--- src/rtl/adc_capture_ctrl_if.sv ---
// Stream link used on both sides of the capture controller (ADC in, DMA out).
// Latency: none, wires only.
// Backpressure: tready from the sink; the ADC side never stalls.
// Signals: tvalid/tdata/tlast from the source; tready from the sink.
// Modports:
//   master - drives tvalid/tdata/tlast and samples tready.
//   slave  - samples tvalid/tdata and drives tready.
interface adc_capture_ctrl_if #(
  parameter int DATA_WIDTH = 16
);
  logic                  tvalid;
  logic                  tready;
  logic [DATA_WIDTH-1:0] tdata;
  logic                  tlast;

  modport master (output tvalid, output tdata, output tlast, input tready);
  modport slave  (input tvalid, input tdata, output tready);
endinterface

--- src/rtl/adc_capture_ctrl.sv ---
// ADC capture sequencer: arm, holdoff, level/forced trigger, decimated capture into a 1-deep output register.
// Latency: 1 cycle from an accepted input sample to m_axis; 1 beat/cycle sustained when the DMA is ready.
// Backpressure: the input cannot be stalled, so a kept sample that finds the output register full is dropped and flagged.
// Ports: aclk/areset; cfg_* from the config bank (arm/abort/force are 1-cycle pulses);
//        s_axis (slave) ADC samples; m_axis (master) captured beats to the DMA;
//        sts_* status bank outputs; irq_done 1-cycle pulse on entry to DONE.
module adc_capture_ctrl #(
  parameter int DATA_WIDTH = 16,
  parameter int CNT_WIDTH  = 24
) (
  input  logic                  aclk,
  input  logic                  areset,
  input  logic                  cfg_arm,
  input  logic                  cfg_abort,
  input  logic                  cfg_force,
  input  logic [DATA_WIDTH-1:0] cfg_level,
  input  logic [CNT_WIDTH-1:0]  cfg_holdoff,
  input  logic [CNT_WIDTH-1:0]  cfg_length,
  input  logic [7:0]            cfg_decim,
  adc_capture_ctrl_if.slave     s_axis,
  adc_capture_ctrl_if.master    m_axis,
  output logic [1:0]            sts_state,
  output logic [DATA_WIDTH-1:0] sts_peak,
  output logic [CNT_WIDTH-1:0]  sts_count,
  output logic                  sts_overflow,
  output logic                  irq_done
);

  typedef enum logic [1:0] {
    IDLE    = 2'd0,
    ARMED   = 2'd1,
    CAPTURE = 2'd2,
    DONE    = 2'd3
  } state_t;

  localparam logic [CNT_WIDTH-1:0] CNT_ONE = CNT_WIDTH'(1);
  localparam logic [CNT_WIDTH-1:0] CNT_MAX = '1;

  state_t                state, state_nxt;
  logic [CNT_WIDTH-1:0]  holdoff_lat, length_lat;
  logic [CNT_WIDTH-1:0]  hold_cnt, cap_cnt, cap_inc;
  logic [7:0]            decim_lat, decim_cnt;
  logic                  force_pend;
  logic                  out_vld, out_last;
  logic [DATA_WIDTH-1:0] out_dat;

  logic xfer, keep, hold_done, level_hit;
  logic arm_go, trig, load, drop, irq_nxt;

  assign s_axis.tready = 1'b1;
  assign m_axis.tvalid = out_vld;
  assign m_axis.tdata  = out_dat;
  assign m_axis.tlast  = out_last;
  assign sts_state     = state;

  assign xfer      = out_vld & m_axis.tready;
  assign hold_done = (hold_cnt >= holdoff_lat);
  assign level_hit = (s_axis.tdata > cfg_level);
  assign cap_inc   = cap_cnt + CNT_ONE;
  // Once the latched length has been loaded, further kept samples are simply ignored.
  assign keep      = s_axis.tvalid && (decim_cnt == 8'd0) && (cap_cnt < length_lat);

  always_ff @(posedge aclk or posedge areset) begin
    if (areset) state <= IDLE;
    else        state <= state_nxt;
  end

  always_comb begin
    state_nxt = state;
    arm_go    = 1'b0;
    trig      = 1'b0;
    load      = 1'b0;
    drop      = 1'b0;
    irq_nxt   = 1'b0;
    if (cfg_abort) begin
      state_nxt = IDLE;
    end else begin
      case (state)
        IDLE, DONE: begin
          if (cfg_arm) begin
            arm_go    = 1'b1;
            state_nxt = ARMED;
          end
        end
        ARMED: begin
          // A pending force overrides both the holdoff window and the level test.
          if (s_axis.tvalid && (force_pend || (hold_done && level_hit))) begin
            trig      = 1'b1;
            load      = 1'b1;
            state_nxt = CAPTURE;
          end
        end
        CAPTURE: begin
          if (xfer && out_last) begin
            state_nxt = DONE;
            irq_nxt   = 1'b1;
          end
          // A draining register counts as empty, giving 1 beat/cycle with no bubble.
          if (keep) begin
            if (!out_vld || xfer) load = 1'b1;
            else                  drop = 1'b1;
          end
        end
        default: state_nxt = IDLE;
      endcase
    end
  end

  always_ff @(posedge aclk or posedge areset) begin
    if (areset) begin
      holdoff_lat  <= '0;
      length_lat   <= CNT_ONE;
      decim_lat    <= 8'd0;
      hold_cnt     <= '0;
      cap_cnt      <= '0;
      decim_cnt    <= 8'd0;
      force_pend   <= 1'b0;
      out_vld      <= 1'b0;
      out_dat      <= '0;
      out_last     <= 1'b0;
      sts_peak     <= '0;
      sts_count    <= '0;
      sts_overflow <= 1'b0;
      irq_done     <= 1'b0;
    end else begin
      irq_done <= irq_nxt;
      if (cfg_abort) begin
        // Pending beat is thrown away; status registers keep their values.
        out_vld    <= 1'b0;
        out_last   <= 1'b0;
        force_pend <= 1'b0;
      end else begin
        if (arm_go) begin
          holdoff_lat  <= cfg_holdoff;
          length_lat   <= (cfg_length == '0) ? CNT_ONE : cfg_length;
          decim_lat    <= cfg_decim;
          hold_cnt     <= '0;
          cap_cnt      <= '0;
          decim_cnt    <= 8'd0;
          force_pend   <= 1'b0;
          sts_peak     <= '0;
          sts_count    <= '0;
          sts_overflow <= 1'b0;
        end

        if (state == ARMED) begin
          if (cfg_force) force_pend <= 1'b1;
          if (s_axis.tvalid && !hold_done) hold_cnt <= hold_cnt + CNT_ONE;
        end

        // The trigger sample is phase 0 of the decimation cycle.
        if (trig) begin
          force_pend <= 1'b0;
          decim_cnt  <= (decim_lat == 8'd0) ? 8'd0 : 8'd1;
        end else if (state == CAPTURE && s_axis.tvalid) begin
          decim_cnt  <= (decim_cnt == decim_lat) ? 8'd0 : decim_cnt + 8'd1;
        end

        if (xfer) begin
          out_vld  <= 1'b0;
          out_last <= 1'b0;
          if (sts_count != CNT_MAX) sts_count <= sts_count + CNT_ONE;
        end

        if (load) begin
          out_vld  <= 1'b1;
          out_dat  <= s_axis.tdata;
          out_last <= (cap_inc == length_lat);
          cap_cnt  <= cap_inc;
          if (s_axis.tdata > sts_peak) sts_peak <= s_axis.tdata;
        end

        if (drop) sts_overflow <= 1'b1;
      end
    end
  end

endmodule

--- src/flat_wrapper.sv ---
// flat-port wrapper written by rule: the top's interface ports become plain ports
module adc_capture_ctrl_flat 
#(
  parameter int DATA_WIDTH = 16,
  parameter int CNT_WIDTH  = 24
)
  (aclk, areset, cfg_arm, cfg_abort, cfg_force, cfg_level, cfg_holdoff, cfg_length, cfg_decim, sts_state, sts_peak, sts_count, sts_overflow, irq_done, s_axis_tvalid, s_axis_tdata, s_axis_tready, m_axis_tvalid, m_axis_tdata, m_axis_tlast, m_axis_tready);
  adc_capture_ctrl_if #(.DATA_WIDTH(DATA_WIDTH)) s_axis_i ();
  adc_capture_ctrl_if #(.DATA_WIDTH(DATA_WIDTH)) m_axis_i ();
  input  logic aclk;
  input  logic areset;
  input  logic cfg_arm;
  input  logic cfg_abort;
  input  logic cfg_force;
  input  logic [DATA_WIDTH-1:0] cfg_level;
  input  logic [CNT_WIDTH-1:0] cfg_holdoff;
  input  logic [CNT_WIDTH-1:0] cfg_length;
  input  logic [7:0] cfg_decim;
  output logic [1:0] sts_state;
  output logic [DATA_WIDTH-1:0] sts_peak;
  output logic [CNT_WIDTH-1:0] sts_count;
  output logic sts_overflow;
  output logic irq_done;
  input wire logic [$bits(s_axis_i.tvalid)-1:0] s_axis_tvalid;
  input wire logic [$bits(s_axis_i.tdata)-1:0] s_axis_tdata;
  output wire logic [$bits(s_axis_i.tready)-1:0] s_axis_tready;
  output wire logic [$bits(m_axis_i.tvalid)-1:0] m_axis_tvalid;
  output wire logic [$bits(m_axis_i.tdata)-1:0] m_axis_tdata;
  output wire logic [$bits(m_axis_i.tlast)-1:0] m_axis_tlast;
  input wire logic [$bits(m_axis_i.tready)-1:0] m_axis_tready;
  assign s_axis_i.tvalid = s_axis_tvalid;
  assign s_axis_i.tdata = s_axis_tdata;
  assign s_axis_tready = s_axis_i.tready;
  assign m_axis_tvalid = m_axis_i.tvalid;
  assign m_axis_tdata = m_axis_i.tdata;
  assign m_axis_tlast = m_axis_i.tlast;
  assign m_axis_i.tready = m_axis_tready;
  adc_capture_ctrl #(.DATA_WIDTH(DATA_WIDTH), .CNT_WIDTH(CNT_WIDTH)) u_core (.aclk(aclk), .areset(areset), .cfg_arm(cfg_arm), .cfg_abort(cfg_abort), .cfg_force(cfg_force), .cfg_level(cfg_level), .cfg_holdoff(cfg_holdoff), .cfg_length(cfg_length), .cfg_decim(cfg_decim), .s_axis(s_axis_i), .m_axis(m_axis_i), .sts_state(sts_state), .sts_peak(sts_peak), .sts_count(sts_count), .sts_overflow(sts_overflow), .irq_done(irq_done));
endmodule
--- config.mk ---
export PLATFORM = sky130hd
export DESIGN_NAME = adc_capture_ctrl_flat
export DESIGN_NICKNAME = d
export VERILOG_FILES = /design/src/rtl/adc_capture_ctrl_if.sv /design/src/rtl/adc_capture_ctrl.sv /design/src/flat_wrapper.sv
export SDC_FILE = /design/constraint.sdc
export NUM_CORES = 1
export LEC_CHECK = 0
export ABC_CLOCK_PERIOD_IN_PS = 5300
export BUFFER_PORTS_ARGS = -buffer_cell sky130_fd_sc_hd__buf_2
export CAP_MARGIN = 20
export CORE_AREA = 2 2 159 161
export CTS_CLUSTER_SIZE = 10
export DETAILED_ROUTE_END_ITERATION = 10
export DIE_AREA = 0 0 161 163
export MAX_ROUTING_LAYER = met4
export PLACE_DENSITY = 0.67
export SYNTH_ARGS = -nofsm -noshare
export SYNTH_HDL_FRONTEND = slang
export SYNTH_SLANG_ARGS = --single-unit
--- constraint.sdc ---
create_clock -name aclk -period 5.3 [get_ports aclk]
set_input_delay 0.265 -clock aclk [delete_from_list [all_inputs] [get_ports aclk]]
set_output_delay 0.265 -clock aclk [all_outputs]
set_load 0.02 [all_outputs]
==> results of run 1 <==
[flip-flops by register name, indices dropped and copies added (netlist names)]
| signal | flops |
|---|---|
| u_core.cap_cnt | 24 |
| u_core.m_axis.tlast | 1 |
| u_core.sts_peak | 16 |
| u_core.sts_state | 2 |
| u_core.hold_cnt | 24 |
| u_core.m_axis.tdata | 16 |
| u_core.sts_count | 24 |
| u_core.m_axis.tvalid | 1 |
| u_core.decim_cnt | 8 |
| u_core.length_lat | 24 |
| u_core.holdoff_lat | 24 |
| u_core.decim_lat | 8 |
| u_core.force_pend | 1 |
| u_core.irq_done | 1 |
| u_core.sts_overflow | 1 |
[power by group through the flow]
stage | Clock, mW | Combinational (mW) | Sequential (mW)
global placement | 0 | 1.56 | 1.88
CTS | 1.34 | 1.60 | 1.87
global route | 1.40 | 1.80 | 1.91
detailed placement | 0 | 1.59 | 1.88
floorplan | 0 | 1.05 | 1.95
finish | 1.32 | 1.59 | 1.87
[critical path: cells and delay by family (launching register included)]
kind	cells	cell delay, ns
muxes	1	0.27
DFF	1	0.47
AOI/OAI and AO/OA	5	2.08
adders and majority gates	1	0.36
and+or+nand+nor	2	0.47
[area by class of cell]
type                            count  area [um2]
Tap cell                          330       412.9
Sequential cell                   175        4380
Clock buffer                       18       429.2
Fill cell                        2376       12120
Multi-Input combinational cell    913        5901
Inverter                          111       421.7
Timing Repair Buffer              163       838.3
Clock inverter                     14       167.7
Antenna cell                        2       5.005
[layer usage]
metal / up-vias / routed length (um) / global-route usage
met1: 4355 / 12940 / 0.2858
met5: - / 0 / -
met2: 185 / 12920 / 0.3510
met4: 0 / 411 / 0.06088
li1: 4564 / - / -
met3: 30 / 1017 / 0.03641
[cell usage in the layout (no fill, tap or decap), types with 15 or more instances in the layout]
cell type  instances
nor3_1            22
o21ai_0          102
nor2_1            69
o21ai_1           19
inv_1            110
dfrtp_1          174
clkbuf_16         17
xor2_1            18
a21oi_1           62
nand4_1           29
nand3_1           44
xnor2_1           32
mux2i_1           49
mux2_2            15
ha_1              88
nand2_1          212
buf_2            156
[repair_timing]
| action | CTS | global route |
|---|---|---|
| hold buffers | 2 | 0 |
| endpoints found under the hold margin | 20 | 0 |
| gates resized for setup | 0 | 0 |
[worst max path at each step]
stage / depth (start not counted) / startpoint / endpoint / slack (ns)
after global placement: 10 / s_axis_tdata[11] / u_core.sts_peak[11] / 1.66
after CTS: 9 / u_core.cap_cnt[7] / u_core.sts_peak[6] / 1.57
after detailed placement: 10 / s_axis_tdata[11] / u_core.sts_peak[6] / 1.51
after floorplan: 1 / areset / u_core.cap_cnt[0] / 0.29
after global routing: 9 / u_core.cap_cnt[7] / u_core.sts_peak[8] / 1.31
final: 9 / u_core.cap_cnt[7] / u_core.sts_peak[11] / 1.57
[cell families after synthesis]
logic type,share of synthesized area
other,0.0003442
multiplexers,0.06569
AO/OA/AOI/OAI,0.1345
buffers and inverters,0.05697
adder cells (fa/ha/maj),0.1011
XOR/XNOR,0.04020
AND/OR/NAND/NOR,0.1992
flip-flops,0.4021
==> flow_summary.ini, run 1 <==
[yosys]
synth.distinct_cells = 77
synth_top_area_share = 0.3997
syn_area_per_cell_um2 = 8.771
synth_cells = 1242
yosysSeqAreaShare = 0.4021
synth-seq-cells = 175
synth_common_cells = 212 x nand2_1, 174 x dfrtp_1, 111 x inv_1
yosys_most_used_dff = dfrtp_1
synth-async-reset-ratio = 1.000
syn_nets = 1425
ys_warn_count = 0
synth_area_um2 = 10890
synth_enable_flop_cells = 0
yosysTopAreaCell = dfrtp_1
netlist_top_cells_area = dfrtp_1 40%, ha_1 10%, nand2_1 7.3%
yosysMostFrequentCell = nand2_1

[power_and_ir_drop]
seqPwrFrac = 0.391
swShare = 0.3757
total_power_mw = 4.776
clkPwrFrac = 0.277
p_leak_nw = 5.997
peakVddDrop_mv = 0.1719
power_switching_mw = 1.794
power_density_nw_per_um2 = 380.4
power.internal_mw = 2.981
combinationalPowerShare = 0.332

[finish]
syn_to_final_growth_pct = 15.25
nNetsFinal = 1564
drive_gt1_frac = 0.1671
final_util = 0.5089
instances_no_fill = 1726
finalInstanceArea_um2 = 12560

[detailed_routing]
drt_first_pass_iters = 5
vias = 9134
drtAntennaViolNets = 0
routedWlPerCell_um = 15.81
drc = 0
viasPerCell = 5.292
drt-total-wl_mm = 27.29
drtIter0Drc = 584

[floorplanning]
initial_core_util = 0.4415
die_w_um = 161
rows = 58
die_area_um2 = 26240
pin_count = 158
die_y_um = 163
fp.coreArea_um2 = 24670

[setup_path]
setup.worst_path.class = reg2reg
required_ns = 5.65
rrSetupSlack_ns = 1.57
worstSetupEndpointType = flop
start_kind = flop
regToRegEndpoint = u_core.sts_peak[11]
crit_path_top_delay_cell = o311a_1
path_cells = ha_1 -> a2111oi_0 -> nand2_1 -> a31oi_1 -> o22ai_1 -> o32a_4 -> nand2_4 -> o311a_1 -> mux2i_1
cp_max_fo = 34
crit_arrival_ns = 4.08
max_stage_delay_ns = 0.93
reg2reg_from = u_core.cap_cnt[7]
reg2regPathDepth = 9

[timing]
setup_tns_ns = 0
hold_ws_ns = 0.01860
max-slew-margin-rel = 0.3316
rsz0062_at_grt = no
setup_slack_ns = 1.571
fmax_mhz = 268.1
finalCritPeriodShare = 0.7037
slew_viol_final = 0
skew_ns = 0.01714
finalSetupViolCount = 0
timing.final.crit_period_ns = 3.729
finalHoldViolCount = 0
worstMarginPinSlew_ns = 1.003

[place]
gp_congestion = 0.8820
dp_hpwl_mm = 19.70
numPortBuffers = 156
place_area_um2 = 11930
post-place-cells = 1690
pre_cts_slack_ns = 1.508

[hold_path]
hp-start = cfg_decim[5]
min_to = u_core.decim_lat[5]
whs_path_depth = 3
hold_path.class = in2reg

[clocking]
postCtsSetupRepairBufs = 0
cts_root_buffer = clkbuf_16
cts_max_level = 4
cts_made_buffers = 17
cts_buffer_depth = 2
clk_latency_ns = 0.44
cts.clk_slew.worst_paths_ns = 0.07
cts.sinks = 175
cts_tree = built

[grt]
grt_use_total = 0.2179
grt_max_degree = 79
antenna_found_initial = 2
overflow = 0
grt_pass1_wl_mm = 44.87
grt_pass1_vias = 8849

[run]
drv_cap = 0

[outcome]
status = finished, final reports clean
No activity file was read; power rests on OpenSTA's default activity.
==> run 2, diff against run 1 <==
Settings changed: ABC_CLOCK_PERIOD_IN_PS 5300 to 3800, PLACE_DENSITY 0.67 to default.
Clock period 5.3 ns to 3.8 ns, I/O delays scaled along.
==> run 2 against run 1 <==
The flow now finishes with violations (hold timing); power up 37%; clock skew is 0.0027 ns lower; highest routed layer unchanged; fmax increased by 20%; worst setup slack worse by 0.89 ns; non-clock buffer count grew 56; final area grew 4.2%; count of clock-buffer cells in the layout down 1.
==> flow_summary.ini, run 2 (synthesized netlist as in run 1, its figures left out) <==
[outcome]
status = complete, but fails checks
violations = hold timing

[place]
numPortBuffers = 156
gp_congestion = 0.8741
dp_hpwl_mm = 19.87

[detailed_routing]
vias = 9237
drt-total-wl_mm = 27.18
drt_first_pass_iters = 5
drtIter0Drc = 576
drc = 0
viasPerCell = 5.189
routedWlPerCell_um = 15.27
drtAntennaViolNets = 0

[power_and_ir_drop]
peakVddDrop_mv = 0.2614
power_density_nw_per_um2 = 501.3
p_leak_nw = 6.225

[setup_path]
crit_arrival_ns = 3.47
setup.worst_path.class = reg2reg
worstSetupEndpointType = flop
start_kind = flop
required_ns = 4.15
cp_max_fo = 8

[clocking]
cts_made_buffers = 17
cts.clk_slew.worst_paths_ns = 0.08
cts_max_level = 4
cts_tree = built
clk_latency_ns = 0.43
cts_buffer_depth = 2
postCtsSetupRepairBufs = 0
cts_root_buffer = clkbuf_16
cts.sinks = 175

[floorplanning]
die_area_um2 = 26240
pin_count = 158
die_w_um = 161
initial_core_util = 0.4415
rows = 58
die_y_um = 163
fp.coreArea_um2 = 24670

[grt]
grt_pass1_vias = 8939
overflow = 0
grt_max_degree = 176
antenna_found_initial = 0
grt_pass1_wl_mm = 45.41
grt_use_total = 0.2188

[finish]
antenna_cells = 0
drive_gt1_frac = 0.1683
syn_to_final_growth_pct = 20.10
most-common-layout-cells = 212 x nand2_1, 174 x dfrtp_1, 156 x buf_2, 110 x inv_1, 102 x o21ai_0
nNetsFinal = 1620
layout_commonest_cell = nand2_1

[timing]
slew_viol_final = 0
finalCritPeriodShare = 0.8210
worstMarginPinSlew_ns = 1.054
hold_ws_ns = -0.07348
skew_ns = 0.01442
finalSetupViolCount = 0
fmax_mhz = 320.5
finalHoldViolCount = 7
setup_tns_ns = 0
timing.final.crit_period_ns = 3.120
max-slew-margin-rel = 0.2971
rsz0062_at_grt = no

[hold_path]
hold_path.class = in2async

[run]
drv_cap = 0
-- run 2: path summary, 6_finish.rpt --
path / startpoint / to / slack [ns] / cells past startpoint
min in group aclk: cfg_length[11] / u_core.length_lat[11] / 0.02 / 3
max in group asynchronous: areset / u_core.decim_lat[0] / 3.04 / 3
worst max-delay path: u_core.cap_cnt[2] / u_core.m_axis.tlast / 0.68 / 8
worst max register to register: u_core.cap_cnt[2] / u_core.m_axis.tlast / 0.68 / 8
worst min register to register: u_core.m_axis.tdata[1] / u_core.m_axis.tdata[1] / 0.49 / 1
worst min-delay path: areset / u_core.m_axis.tdata[10] / -0.07 / 3
-- run 2: layer usage --
layer / vias to the layer above / GRT usage / routed length [um] / part of all wire
met5: - / - / 0 / 0
met4: 0 / 0.05479 / 427 / 0.016
met3: 28 / 0.02776 / 858 / 0.032
met2: 180 / 0.3504 / 12750 / 0.47
met1: 4347 / 0.2965 / 13140 / 0.48
li1: 4682 / - / - / -
-- run 2: metrics by stage --
stage	cells	power, mW	setup slack, ns	utilization	cell area [um2]
2_1_floorplan	1242	4.179	1.164	-	10900
3_3_place_gp	1700	4.814	0.6906	0.4877	12030
3_5_place_dp	1700	4.852	0.6234	0.4877	12030
4_1_cts	1780	6.635	0.7249	0.5303	13080
5_1_grt	1780	7.059	0.4483	0.5303	13080
6_report	1780	6.559	0.6802	0.5303	13080
-- run 2: where the power goes --
group,total (mW),leakage [nW],switching [mW],internal (mW)
Sequential,2.61,2.34,0.298,2.31
Combinational,2.24,3.62,1.35,0.895
Clock,1.71,0.272,0.837,0.872
-- run 2: cell type report --
| class | count | area, um2 |
|---|---|---|
| Clock buffer | 17 | 425.4 |
| Clock inverter | 15 | 145.1 |
| Fill cell | 2384 | 11590 |
| Inverter | 111 | 420.4 |
| Multi-Input combinational cell | 913 | 5901 |
| Sequential cell | 175 | 4380 |
| Tap cell | 330 | 412.9 |
| Timing Repair Buffer | 219 | 1399 |
-- run 2: timing repair --
action | CTS | global route
resized for setup | 0 | 0
endpoints found under the hold margin | 48 | 0
hold buffers | 48 | 0
-- run 2: worst max-delay path, cell delays in order (launching register included) --
cell and delay [ns]:
dfrtp_1 0.49, nand3_1 0.31, nor2_2 0.40, xnor2_1 0.14, nor4_1 0.44, nand3_1 0.12, a2111oi_0 0.66, nand4_1 0.29
mux2i_1 0.19
